===== config.mk =====
export PLATFORM = sky130hd
export DESIGN_NAME = word_lane_serializer
export DESIGN_NICKNAME = d
export VERILOG_FILES = /design/src/rtl/wlser_pkg.sv /design/src/rtl/word_lane_serializer_lane_select.sv /design/src/rtl/word_lane_serializer.sv
export SDC_FILE = /design/constraint.sdc
export NUM_CORES = 1
export LEC_CHECK = 0
export CAP_MARGIN = 10
export CORE_MARGIN = 1.5
export CORE_UTILIZATION = 52
export CTS_BUF_LIST = sky130_fd_sc_hd__clkbuf_4 sky130_fd_sc_hd__clkbuf_8
export CTS_CLUSTER_SIZE = 30
export DETAILED_ROUTE_END_ITERATION = 8
export GPL_TIMING_DRIVEN = 0
export PLACE_DENSITY = 0.82
export REMOVE_ABC_BUFFERS = 1
export SLEW_MARGIN = 15
export SYNTH_ARGS = -nofsm -noshare
export SYNTH_HDL_FRONTEND = slang
export SYNTH_HIERARCHICAL = 1
export SYNTH_SLANG_ARGS = --single-unit
export TNS_END_PERCENT = 5

===== constraint.sdc =====
create_clock -name clk -period 2.5 [get_ports clk]
set_clock_uncertainty 0.2 [all_clocks]
set_input_delay 0.5 -clock clk [delete_from_list [all_inputs] [get_ports clk]]
set_output_delay 0.5 -clock clk [all_outputs]
set_load 0.05 [all_outputs]

===== src/rtl/wlser_pkg.sv =====
// Shared types and helpers for the word-to-lane serializer and its up-converter sibling.
package wlser_pkg;

  typedef enum logic {
    IDLE,
    SEND
  } state_t;

  function automatic int lanes(input int in_w, input int out_w);
    return in_w / out_w;
  endfunction

  // A usable geometry splits the word evenly into at least two lanes.
  function automatic bit cfg_ok(input int in_w, input int out_w);
    return (out_w > 0) && (in_w % out_w == 0) && (in_w / out_w >= 2);
  endfunction

endpackage


===== src/rtl/word_lane_serializer_lane_select.sv =====
// Combinational lane picker: returns data[idx*OUT_W +: OUT_W].
module lane_select #(
  parameter  int IN_W  = 32,
  parameter  int OUT_W = 8,
  localparam int N     = IN_W / OUT_W,
  localparam int CW    = $clog2(N)
) (
  input  logic [IN_W-1:0]  data,
  input  logic [CW-1:0]    idx,
  output logic [OUT_W-1:0] lane
);

  // Explicit mux avoids a variable-offset shifter and stays clean for non-power-of-two N.
  always_comb begin
    lane = '0;
    for (int k = 0; k < N; k++) begin
      if (int'(idx) == k) lane = data[k*OUT_W +: OUT_W];
    end
  end

endmodule


===== src/rtl/word_lane_serializer.sv =====
// Word-to-lane down-converter: one IN_W word in, s_cnt+1 OUT_W lanes out in selectable order.
module word_lane_serializer
  import wlser_pkg::*;
#(
  parameter  int IN_W  = 32,
  parameter  int OUT_W = 8,
  localparam int N     = lanes(IN_W, OUT_W),
  localparam int CW    = $clog2(N)
) (
  input  logic             clk,
  input  logic             rst_n,
  input  logic             s_valid,
  output logic             s_ready,
  input  logic [IN_W-1:0]  s_data,
  input  logic [CW-1:0]    s_cnt,
  input  logic             s_msb_first,
  output logic             m_valid,
  input  logic             m_ready,
  output logic [OUT_W-1:0] m_data,
  output logic [CW-1:0]    m_idx,
  output logic             m_last
);

  if (!cfg_ok(IN_W, OUT_W)) begin : g_cfg_check
    $fatal(1, "word_lane_serializer: IN_W must be a multiple of OUT_W with at least two lanes");
  end

  state_t          state_q;
  logic [IN_W-1:0] word_q;
  logic [CW-1:0]   idx_q;
  logic [CW-1:0]   cnt_q;
  logic            msb_q;
  logic            accept;
  logic            xfer;

  lane_select #(
    .IN_W (IN_W),
    .OUT_W(OUT_W)
  ) u_lane_select (
    .data(word_q),
    .idx (idx_q),
    .lane(m_data)
  );

  assign m_valid = (state_q == SEND);
  assign m_idx   = idx_q;
  assign m_last  = (state_q == SEND) && (idx_q == (msb_q ? '0 : cnt_q));
  assign xfer    = m_valid && m_ready;
  // Ready on the final lane lets the next word load with no bubble.
  assign s_ready = (state_q == IDLE) || (xfer && m_last);
  assign accept  = s_valid && s_ready;

  always_ff @(posedge clk or negedge rst_n) begin
    if (!rst_n) begin
      state_q <= IDLE;
      word_q  <= '0;
      idx_q   <= '0;
      cnt_q   <= '0;
      msb_q   <= 1'b0;
    end else if (accept) begin
      state_q <= SEND;
      word_q  <= s_data;
      cnt_q   <= s_cnt;
      msb_q   <= s_msb_first;
      idx_q   <= s_msb_first ? s_cnt : '0;
    end else if (xfer) begin
      if (m_last) state_q <= IDLE;
      else        idx_q   <= msb_q ? idx_q - CW'(1) : idx_q + CW'(1);
    end
  end

endmodule


# After elaboration in Yosys (flattened, before gate mapping)
# Index checks and enable logic that the tools add are counted.
# word_totals
register_bits,38
input_bits,39
out_inout_bits,13
word_cells,36
# op_classes
add_sub_neg,2
eq_ne,5
n_mux,13
bitwise_logic,1
reduce_logical,10
# op_table
cell,n
2-to-1 mux 8 bit,4
2-to-1 mux 2 bit,6
"== test 2 bit, second input constant",2
logical AND 1 bit,4
AND reduction 2 bit,2
nonzero test 2 bit,2
2-to-1 mux 1 bit,3
"adder 2 x 1 -> 2 bit, second input constant",1
"== test 2 x 1 -> 1 bit, second input constant",1
== test 2 bit,1
zero test 2 bit,1
"inequality test 2 x 1 -> 1 bit, second input constant",1
"subtractor 2 x 1 -> 2 bit, second input constant",1
logical OR 1 bit,1
inverter 1 bit,1

# Longest topological paths before layout
# Gate-level depths: netlist of the first run.
# logic_depth
word_depth,8
ltp_mapped,7
depth_no_buf,4

# By module
# Netlist of the first run, hierarchy kept.
# modules_own_cells
mod,n_inst,cells_per_inst,area_each_um2,seq_area_each_um2
word_lane_serializer,1,170,2006.9,950.9
lane_select,1,10,196.4,0.0

# Worst setup path after synthesis of the first run
# OpenSTA, ideal clock, no wires.
# synth_timing
kind,register to output
startpoint,reg idx_q[0] (netlist: m_idx[0])
endpoint,out s_ready
arrival_time_ps,2437
required_ps,1800
slack_ps,-637
path_stages_with_launch,6
n_path_buf,1
path_cell_list,dfrtp_1 buf_2 and3b_1 a2bb2oi_2 and2_1 o21ai_0
# synth_via
elab_chain_cells,4
# synth_rtl
element,line_no,source
from (decl),word_lane_serializer.sv:30,logic [CW-1:0] idx_q;
from (signal assigned),word_lane_serializer.sv:65,idx_q <= s_msb_first ? s_cnt : '0;
from (signal assigned),word_lane_serializer.sv:68,else idx_q <= msb_q ? idx_q - CW'(1) : idx_q + CW'(1);
== test 2 bit,word_lane_serializer.sv:47,assign m_last = (state_q == SEND) && (idx_q == (msb_q ? '0 : cnt_q));
logical AND 1 bit,word_lane_serializer.sv:47,
logical AND 1 bit,word_lane_serializer.sv:50,assign s_ready = (state_q == IDLE) || (xfer && m_last);
logical OR 1 bit,word_lane_serializer.sv:50,
to (decl),word_lane_serializer.sv:13,"output logic s_ready,"
# Every way passes these cells.

# Worst setup path after layout of the first run
# layout_timing
startpoint,reg idx_q[0] (netlist: m_idx[0])
endpoint,out m_data[5]
# layout_via
elab_chain_cells,5
word_cells_on_any_way,8
classes_between,eq/ne (3); mux (4); reduce/logical (1)
# layout_rtl
element,line_no,source
zero test 2 bit,word_lane_serializer_lane_select.sv:17,if (int'(idx) == k) lane = data[k*OUT_W +: OUT_W];
2-to-1 mux 8 bit (3 in series),word_lane_serializer_lane_select.sv:17,
2-to-1 mux 8 bit *,word_lane_serializer_lane_select.sv:17,
to (decl),word_lane_serializer.sv:19,"output logic [OUT_W-1:0] m_data,"
# Every way passes the cells marked *; elsewhere a longest branch is shown, timed or not.

==> results by group, run 1 <==
Status
  • Status: complete, but fails checks
  • Failing checks: setup timing

Global route
  • Largest net degree at the start of global routing: 37
  • Gr ovfl total: 0
  • Initial antenna violation count: 0
  • Vias in the first global route: 1,935
  • Tot GR Track Use: between 20 and 30%
  • First-pass GRT wire length: slightly below 9000 microns

STA
  • Post-route clock period utilization: 102%
  • Endpoints failing hold: 0
  • Setup tns final: -0.218 ns
  • Slew Limit Headroom: a little over a third
  • Actual slew at the worst max-slew pin: 0.949 ns
  • # setup viols final: 7
  • Final slew viol count: 0
  • Final worst slack: -0.0551 ns
  • RSZ-0062 raised after global routing: true
  • Final min period: 2.56 ns
  • Worst Hold Slack: 0.339 ns
  • Peak Freq: approximately 0.39 GHz

Routing
  • Remaining antenna violation count: 0
  • First-pass DRT Iterations: 5
  • Wirelength per Cell: 20.7 microns
  • Drt total wl: 5670 microns
  • DR iter-0 viols: 176
  • Drt via density: around 7.0
  • # DRC: 0
  • Via count: 1,923

Setup path
  • Worst Path Buf+Inv: 2
  • Data required, critical path: 1.80 ns
  • CP Data Arrival Time: 1.86 ns
  • CP Launch Type: flip-flop
  • Worst path slowest cell: mux4_2
  • Cell breakdown of the critical path: buf_12 > mux4_2 > dlygate4sd2_1
  • CP Max Fanout: 7
  • Setup Crit Path Kind: reg -> out
  • Family with the most delay on the worst path: buffers and inverters
  • CP max stage delay: 0.51 ns
  • Crit. End Element: output pin

Clock network
  • TritonCTS Buffers: 5
  • Clock slew at reported path FFs: about 0.070 ns
  • Clk Tree Root Cell: clkbuf_8
  • CTS tree: done
  • CTS max path bufs: 2
  • Clk_lat worst skew: 0.28 ns
  • TritonCTS Sinks: 38
  • H-tree lvl count: 2

Place
  • Area after DPL: 2660 sq um
  • Gpl congestion: 0.928
  • HPWL Detailed: 3410 microns
  • PortBufs: between 50 and 60

Floorplanning
  • Core Rows: 23
  • Chip width: around 70 microns
  • Initial core utilization: a little over half
  • Core Box Area: 4030 sq um
  • I/O Pins: 52
  • Die height: 68.1 microns
  • Die Area: 4640 sq um

Synthesis
  • Synth Area in Adders: 0%
  • Area leader, netlist: dfrtp_1
  • Mapped Area: 2200 sq um
  • Mux contribution to synthesized area: 8.63%
  • Cells after Synth: 180
  • Avg Cell Area, Syn: 12.2 sq um
  • Post-Synth XOR/XNOR Area: less than 1%
  • Warning count from the yosys run: 6
  • Yosys cell types: 35
  • Synth area leaders: dfrtp_1, a221o_1, a22o_1
  • Sequential fraction of the synthesis area: 43.2%
  • Post-Synth Simple-Gate Area: 6.19%
  • Top-area cell type share of the netlist area: 43.2%
  • Largest family of logic cells by synthesized area: compound AO/OA/AOI/OAI gates
  • Synth Area in Compound Gates: 34.5%
  • Yosys reg bits: 38

Hold path
  • Worst hold path type: reg -> reg

Pwr
  • Pwr dens: 1270 nW/um^2
  • Leakage: 1.06 nW
  • VDD IR max: 1430 uV
  • Final Power: between 3 and 4 mW

Cells and area
  • Synth-to-Final Area Change: 28.6%
  • Nets: 264
  • ANT cells: 0
  • Layout cells sized above 1: 16.1%
  • Post-Layout Inst Area: 2830 sq um

Run
  • MaxCap Viol Count: 0
## sequential cells by signal (all words and copies together) (netlist names)
name and flops:
word_q 32, cnt_q 2, m_idx 2, m_valid 1, msb_q 1
## layer usage
layer  GRT usage [%]  wire (microns)
met2            41.7            2800
met4            7.75              28
met5               0               0
met1            34.3            2410
met3            6.09             435
## logic make-up after synthesis
| family | Yosys count |
|---|---|
| buffers and inverters | 24 |
| AO/OA/AOI/OAI | 84 |
| AND/OR/NAND/NOR | 24 |
| flip-flops | 38 |
| XOR/XNOR | 1 |
| multiplexers | 9 |
## repair_timing
item                                    4_1_cts  5_1_grt
buffers inserted                              5        0
hold endpoints to repair                     11        0
gates resized for setup                      27       11
endpoints found under the setup margin       48       37
hold buffers                                  1        0
cloned                                        0        0
## Yosys cell counts
library cell,number
a221o_1,35
o21ai_2,1
a21oi_1,2
a2bb2oi_2,1
nor2b_1,3
buf_2,5
nand2_2,1
and3_1,1
and2b_1,1
nand2b_1,2
o21a_1,1
o22a_1,1
clkbuf_1,6
dfrtp_1,38
buf_6,8
xnor2_1,1
and3b_1,1
mux2i_1,1
inv_1,4
nand2_1,5
o31ai_1,1
a21oi_2,1
o21ai_0,2
mux4_2,8
nor3_1,1
nand4bb_1,1
a21o_1,1
a211o_1,1
nor2_1,4
a22o_1,34
clkbuf_2,1
nand4_1,1
nand3b_1,1
a31oi_1,3
and2_1,2
## stage by stage
step / setup WS [ns] / utilization, % / cells
floorplan: -0.866 / - / 160
global placement: -1.29 / 65.4 / 261
detailed placement: -0.686 / 66.1 / 262
CTS: -0.0690 / 69.9 / 274
global route: -0.109 / 70.3 / 274
finish: -0.0551 / 70.3 / 274
## cell type report
cell class | instances | area [sq um]
Sequential cell | 38 | 962
Tap cell | 50 | 62.6
Clock buffer | 6 | 82.6
Multi-Input combinational cell | 118 | 1130
Fill cell | 293 | 1200
Inverter | 4 | 15.0
Timing Repair Buffer | 58 | 576
## worst paths after layout
kind	startpoint	endpoint	slack, ns	cells past startpoint
hold / removal	word_q[15]	word_q[15]	0.34	1
setup reg to reg	msb_q	word_q[27]	0.24	4
min in group asynchronous	rst_n	word_q[9]	0.43	2
hold reg to reg	word_q[15]	word_q[15]	0.34	1
max in group asynchronous	rst_n	m_idx[1]	1.20	3
setup / recovery	m_idx[0]	m_data[5]	-0.06	3
## cells in the final DEF, fill, tap and decap left out, types with 3 or more instances in the layout
master and count:
dfrtp_1 33, a221o_1 35, clkbuf_8 6, dlygate4sd2_1 7
a22o_1 34, a31oi_1 3, nand2_1 5, nor2_1 4
mux4_2 8, dfrtp_2 3, buf_4 5, inv_1 4
clkdlybuf4s50_1 38
## power by group
group | switching (mW) | internal [mW] | leakage, nW
combinational | 1.20 | 0.942 | 0.643
clock | 0.205 | 0.213 | 0.0431
sequential | 0.210 | 0.830 | 0.372
total | 1.61 | 1.98 | 1.06
(Power assumes the default switching activity.)
==> run 2: changes to the inputs <==
ABC_AREA = 1   (was default)
CORE_UTILIZATION = 60   (was 52)
DONT_BUFFER_PORTS = 1   (was default)
PLACE_DENSITY = 0.75   (was 0.82)
==> run 2 against run 1 <==
Highest routed layer unchanged. Largest power group unchanged. Wire length is 27% lower. Register-to-register slack worse by 0.04 ns. Global-route usage shrank 0.62 points. The flow still finishes with violations (setup timing).
==> results by group, run 2 <==
Global route
  • Initial antenna violation count: 0
  • Largest net degree at the start of global routing: 39
  • First-pass GRT wire length: 6530 microns
  • Tot GR Track Use: between 20% and 30%
  • Gr ovfl total: 0
  • Vias in the first global route: roughly 1,500

Setup path
  • R2R depth: 9
  • Worst path slowest cell: dfrtp_4
  • CP Max Fanout: 7
  • Data required, critical path: around 1.8 ns
  • CP Launch Type: flip-flop
  • Critical Path Stages: 3
  • CP Data Arrival Time: 1.83 ns
  • Family with the most delay on the worst path: flip-flops
  • Crit. End Element: output pin
  • Worst Path Buf+Inv: 1
  • Cell breakdown of the critical path: buf_2 > nand3_1 > nand4_1
  • CP max stage delay: 0.63 ns
  • Setup Crit Path Kind: reg -> out

STA
  • Post-route clock period utilization: 101%
  • Peak Freq: ~0.4 GHz
  • Final min period: 2.53 ns
  • Final slew viol count: 0
  • Final worst slack: -0.0271 ns
  • Actual slew at the worst max-slew pin: ~0.63 ns
  • RSZ-0062 raised after global routing: true
  • Slew Limit Headroom: 57.5%
  • # setup viols final: 3
  • Endpoints failing hold: 0

Cells and area
  • Fillers: 263
  • ANT cells: 0
  • Non-filler cells, final: 284
  • Max reg flops: 32
  • Nets: 278
  • Most common cell after layout, fill and taps aside: nand2_1
  • Most frequent cells in the layout: nand2_1, dfrtp_1, nand2_2, nand3_1, nand4_1
  • Synth-to-Final Area Change: 4.92%
  • Layout cells sized above 1: about 24%
  • Largest reg by FF count: word_q

Routing
  • Wirelength per Cell: roughly 15 microns
  • # DRC: 0
  • Drt via density: 5.54
  • DR iter-0 viols: 81
  • Remaining antenna violation count: 0
  • Drt total wl: 4130 microns
  • First-pass DRT Iterations: 4
  • Via count: 1,572

Floorplanning
  • Core Rows: 20
  • Chip width: 60.1 microns
  • Initial core utilization: 63.6%
  • Core Box Area: 3080 sq um
  • I/O Pins: 52
  • Die height: 60.1 microns
  • Die Area: between 3000 and 4000 sq um

Synthesis
  • Yosys reg bits: 38
  • Warning count from the yosys run: 6
  • Top-area cell type share of the netlist area: 48.6%
  • Sequential fraction of the synthesis area: 48.6%
  • Synth Flop Type: dfrtp_1
  • Avg Cell Area, Syn: 8.33 sq um
  • Cells after Synth: ~240
  • Post-synth EDFFs: 0
  • Synth cell count leaders: nand2_1, dfrtp_1, nand2_2, nand3_1, nand4_1
  • Area leader, netlist: dfrtp_1
  • Yosys cell types: 19
  • Fraction of registers with async set/reset: 100%
  • Synth area leaders: dfrtp_1, nand2_1, nand2_2
  • Top-count cell post-synth: nand2_1
  • Mapped Area: 1960 sq um

Clock network
  • TritonCTS Sinks: 38
  • CTS max path bufs: 2
  • CTS tree: done
  • Clk Tree Root Cell: clkbuf_4
  • TritonCTS Buffers: 5
  • Clk_lat worst skew: 0.34 ns
  • H-tree lvl count: 2
  • Clock slew at reported path FFs: roughly 0.12 ns

Pwr
  • Clock share of power: a little over a tenth
  • Internal power: between 1 and 1.5 mW
  • Pwr dens: 1550 nW/um^2
  • Final Power: approximately 3.2 mW
  • Switch share: 53.8%
  • VDD IR max: 801 uV
  • Sequential power share: 38.0%
  • Comb pwr share: between 50% and 60%
  • Leakage: 1.06 nW
  • Psw: 1.71 mW

Place
  • Dpl cells: 269
  • HPWL Detailed: 2400 microns
  • Gpl congestion: 0.788
  • PortBufs: 0

Run
  • MaxCap Viol Count: 0

Status
  • Status: complete, but fails checks
  • Failing checks: setup timing

Hold path
  • Hold depth: 2
  • Worst hold path type: in -> reg
==> run 2: cell count changes after synthesis, sizes merged, moves of 3 or more <==
cell,previous run,this run
a31oi,3,0
inv,4,11
buf,13,10
a22o,34,0
nand4,1,10
mux4,8,0
nand2,6,130
a221o,35,0
nor2b,3,0
nand3,0,28
clkbuf,7,0
==> run 2: power groups by stage <==
stage / Clock, mW / Combinational (mW) / Sequential [mW]
3_3_place_gp: 0 / 1.39 / 1.24
3_5_place_dp: 0 / 1.42 / 1.25
5_1_grt: 0.382 / 1.77 / 1.24
4_1_cts: 0.349 / 1.63 / 1.20
2_1_floorplan: 0 / 1.25 / 1.18
6_report: 0.343 / 1.63 / 1.21
==> run 2: final timing paths <==
path | startpoint | endpoint | slack [ns]
setup / recovery | m_idx[0] | m_data[1] | -0.03
max in group asynchronous | rst_n | m_idx[0] | 1.50
hold / removal | s_cnt[0] | cnt_q[0] | 0.05
setup reg to reg | m_idx[0] | word_q[6] | 0.20
hold reg to reg | word_q[29] | word_q[29] | 0.29
min in group asynchronous | rst_n | msb_q | 0.40
==> run 2: layer usage <==
| layer | track usage [%] | vias to the layer above | wire length, microns | share of wire (%) |
|---|---|---|---|---|
| li1 | - | 748 | - | - |
| met1 | 29.5 | 714 | 1640 | 40 |
| met2 | 39.8 | 92 | 1960 | 47 |
| met3 | 9.31 | 18 | 420 | 10 |
| met4 | 13.3 | 0 | 120 | 2.9 |
| met5 | 0 | - | 0 | 0 |
==> run 2: layout make-up <==
cell class              count  area, sq um  area share (%)
well taps                  44         55.1            2.68
inverters                  11         52.6            2.56
clock inverters             1         5.00           0.244
multi-input cells         176          843            41.0
clock buffers               7         58.8            2.86
flip-flops and latches     38          960            46.7
repair buffers              7         80.1            3.90
==> run 2: timing repair <==
| action | 4_1_cts | 5_1_grt |
|---|---|---|
| gates resized for setup | 14 | 1 |
| endpoints found under the hold margin | 38 | 0 |
| hold buffers | 2 | 0 |
| setup endpoints to repair | 47 | 10 |
| pin swaps | 4 | 3 |
| buffers inserted | 5 | 0 |
==> run 2: per-stage QoR <==
step	instance area (sq um)	worst slack (ns)	setup TNS, ns	util, %	hold slack, ns
after floorplan	1840	-0.178	-0.178	-	0.00441
after global placement	1890	-0.401	-12.68	61.5	0.00536
after detailed placement	1890	-0.399	-13.52	61.5	0.00524
after CTS	2050	0.00132	0	66.6	0.0493
after global routing	2050	-0.0972	-0.530	66.7	0.0352
final	2050	-0.0271	-0.0481	66.7	0.0527
==> run 2: cells by family after synthesis <==
kind of cell | after synthesis | synth area share (%)
simple gates | 172 | 41.4
flops | 38 | 48.6
buf+inv | 21 | 8.63
compound gates | 2 | 0.511
xor+xnor | 2 | 0.895
==> run 2: worst reg2reg max path, delay by kind of cell, from the launching register on <==
| family | cells | cell delay (ns) |
|---|---|---|
| and+or+nand+nor | 7 | 0.87 |
| DFF | 1 | 0.62 |
| buffers and inverters | 2 | 0.57 |
==> run 3: changes to the inputs <==
GPL_ROUTABILITY_DRIVEN = 0   (was default)
SYNTH_HIERARCHICAL = default   (was 1)
==> run 3 against run 2 <==
The flow still finishes with violations (setup timing). Largest power group unchanged. Critical path type unchanged. Worst hold slack better by 0.025 ns. Highest routed layer unchanged. Core utilization down 0.62 points. Critical endpoint is now s_ready. First-iteration DRC count is 33% higher. Synthesized cell count grew 0.43%. Register-to-register slack better by 0.08 ns. Non-clock buffer count decreased by 5. Global-route usage is 2.2 points higher. Power decreased by 3.5%. Combinational power down 6%.
==> results by group, run 3 <==
Pwr
  • Pwr dens: 1550 nW/um^2
  • Leakage: 1.01 nW
  • VDD IR max: around 630 uV

Synthesis
  • Yosys cell types: 18
  • Cells after Synth: 236
  • Warning count from the yosys run: 0
  • Sequential fraction of the synthesis area: 51.1%
  • Top-count cell post-synth: nand2_1
  • Mapped Area: 1860 sq um
  • Synth area leaders: dfrtp_1, nand2_1, nand3_1
  • Yosys reg bits: 38
  • Post-synth EDFFs: 0
  • Synth Flop Type: dfrtp_1
  • Top-area cell type share of the netlist area: 51.1%
  • Area leader, netlist: dfrtp_1
  • Synth cell count leaders: nand2_1, dfrtp_1, nand3_1, nand4_1, buf_6
  • Avg Cell Area, Syn: between 7 and 8 sq um
  • Fraction of registers with async set/reset: 100%

Global route
  • Initial antenna violation count: 0
  • Largest net degree at the start of global routing: 39
  • Vias in the first global route: approximately 1,500
  • Tot GR Track Use: roughly 27%
  • Gr ovfl total: 0
  • First-pass GRT wire length: 6850 microns

Setup path
  • CP Max Fanout: 7
  • Origin of the worst setup path: m_idx[1]
  • CP Data Arrival Time: 1.83 ns
  • Flop-to-flop setup slack: 0.28 ns
  • Reg-to-reg critical path endpoint: word_q[16]
  • R2r startpoint: m_idx[1]
  • Crit. End Element: output pin
  • Family with the most delay on the worst path: flip-flops
  • Worst path slowest cell: dfrtp_4
  • Critical path destination: s_ready
  • CP Launch Type: flip-flop
  • Cell breakdown of the critical path: inv_4 > nand2_1 > nand2_2 > nand2_4 > a21oi_4
  • Data required, critical path: 1.80 ns
  • R2R depth: 7
  • Critical Path Stages: 5
  • Setup Crit Path Kind: reg -> out
  • Worst Path Buf+Inv: 1
  • CP max stage delay: 0.62 ns

Routing
  • Remaining antenna violation count: 0
  • First-pass DRT Iterations: 4
  • Wirelength per Cell: roughly 16 microns
  • Drt via density: 5.87
  • Drt total wl: ~4300 microns
  • # DRC: 0
  • DR iter-0 viols: about 110
  • Via count: 1,585

STA
  • Actual slew at the worst max-slew pin: 0.893 ns
  • Post-route clock period utilization: 101%
  • # setup viols final: 1
  • Slew Limit Headroom: about 40%
  • Final worst slack: -0.0251 ns
  • Final min period: 2.53 ns
  • Worst Hold Slack: 0.0775 ns
  • Final slew viol count: 0
  • Endpoints failing hold: 0
  • Peak Freq: 0.396 GHz
  • RSZ-0062 raised after global routing: true

Cells and area
  • ANT cells: 0
  • Nets: 275
  • Layout cells sized above 1: 14.3%
  • Max reg flops: 32
  • Most common cell after layout, fill and taps aside: nand2_1
  • Largest reg by FF count: word_q
  • Most frequent cells in the layout: nand2_1, nand3_1, dfrtp_1, nand4_1, clkbuf_4
  • Fillers: 252
  • Fin util: roughly 66%
  • Non-filler cells, final: 270
  • Synth-to-Final Area Change: 6.65%

Place
  • PortBufs: 0
  • Dpl cells: ~260
  • HPWL Detailed: 2410 microns

Clock network
  • CTS max path bufs: 2
  • Clock slew at reported path FFs: around 0.11 ns
  • H-tree lvl count: 2
  • Clk Tree Root Cell: clkbuf_4
  • # Post-CTS Setup Buffers: 0
  • Clk_lat worst skew: 0.34 ns
  • CTS tree: done
  • TritonCTS Sinks: 38
  • TritonCTS Buffers: 5

Hold path
  • Hold wc startpoint: s_valid
  • Worst hold path type: in -> reg

Floorplanning
  • Die Area: around 3400 sq um
  • Die height: 58.7 microns
  • Initial core utilization: 62.0%
  • Core Box Area: 3000 sq um
  • I/O Pins: 52
  • Chip width: 58.7 microns
  • Core Rows: 20

Status
  • Status: complete, but fails checks
  • Failing checks: setup timing

Run
  • MaxCap Viol Count: 0
[run 3: changes by cell type after synthesis, sizes merged]
cell    change
xnor2       -1
nor2        +3
buf         +1
nand2      -12
clkinv      +1
nand3      +11
clkbuf      +1
inv         -4
o21ai       -1
a21oi       +2
[run 3: worst reg2reg max path: cells and delay by family, from the launching register on]
kind / cells / cell delay, ns
AND/OR/NAND/NOR: 5 / 0.51
flip-flops: 1 / 0.62
AO/OA/AOI/OAI: 1 / 0.70
buffers and inverters: 1 / 0.11
[run 3: per-stage QoR]
step | setup slack, ns | setup TNS [ns] | instance area [sq um] | power [mW]
finish | -0.0251 | -0.0251 | 1990 | 3.07
global route | -0.0918 | -0.625 | 1990 | 3.28
CTS | -0.0855 | -0.223 | 1960 | 3.03
detailed placement | -0.198 | -2.72 | 1810 | 2.54
global placement | -0.175 | -1.46 | 1810 | 2.49
floorplan | 0.0512 | 0 | 1770 | 2.31
[run 3: repair_timing]
action / CTS / global route
hold buffers: 2 / 0
cloned: 2 / 1
endpoints found under the hold margin: 38 / 0
pin swaps: 11 / 9
setup endpoints to repair: 44 / 30
resized for setup: 15 / 6
[run 3: cell type report]
class / instances / area (sq um) / share of cell area, %
Sequential cell: 38 / 960 / 48.3
Multi-Input combinational cell: 181 / 851 / 42.8
Clock buffer: 7 / 58.8 / 2.96
Tap cell: 33 / 41.3 / 2.08
Inverter: 8 / 40.0 / 2.02
Timing Repair Buffer: 2 / 30.0 / 1.51
Clock inverter: 1 / 5.00 / 0.252
[run 3: power breakdown]
part | internal [mW] | switching, mW | total, mW
combinational | 0.351 | 1.18 | 1.53
sequential | 0.904 | 0.298 | 1.20
clock | 0.147 | 0.195 | 0.342
total | 1.40 | 1.67 | 3.07
[run 3: kinds of logic (layout without fill, tap and decap cells)]
| group | Yosys count | in the layout | share of synthesized area (%) |
|---|---|---|---|
| simple gates | 174 | 174 | 40.3 |
| buf+inv | 20 | 18 | 6.79 |
| flops | 38 | 38 | 51.1 |
| xor+xnor | 1 | 1 | 0.471 |
| compound gates | 3 | 6 | 1.41 |
[run 3: how the worst min path moves through the flow]
| stage | to | cells after the start |
|---|---|---|
| 6_report | m_valid | 2 |
| 5_1_grt | word_q[1] | 2 |
| 4_1_cts | m_valid | 2 |
| 3_5_place_dp | m_idx[0] | 0 |
| 3_3_place_gp | m_idx[0] | 0 |
| 2_1_floorplan | cnt_q[0] | 0 |
[run 3: routing by layer]
metal	up-vias	share of wire [%]	track usage, %
li1	760	-	-
met2	68	47	42.7
met4	0	2.0	12.3
met5	-	0	0
met1	747	42	34.0
met3	10	8.2	9.89
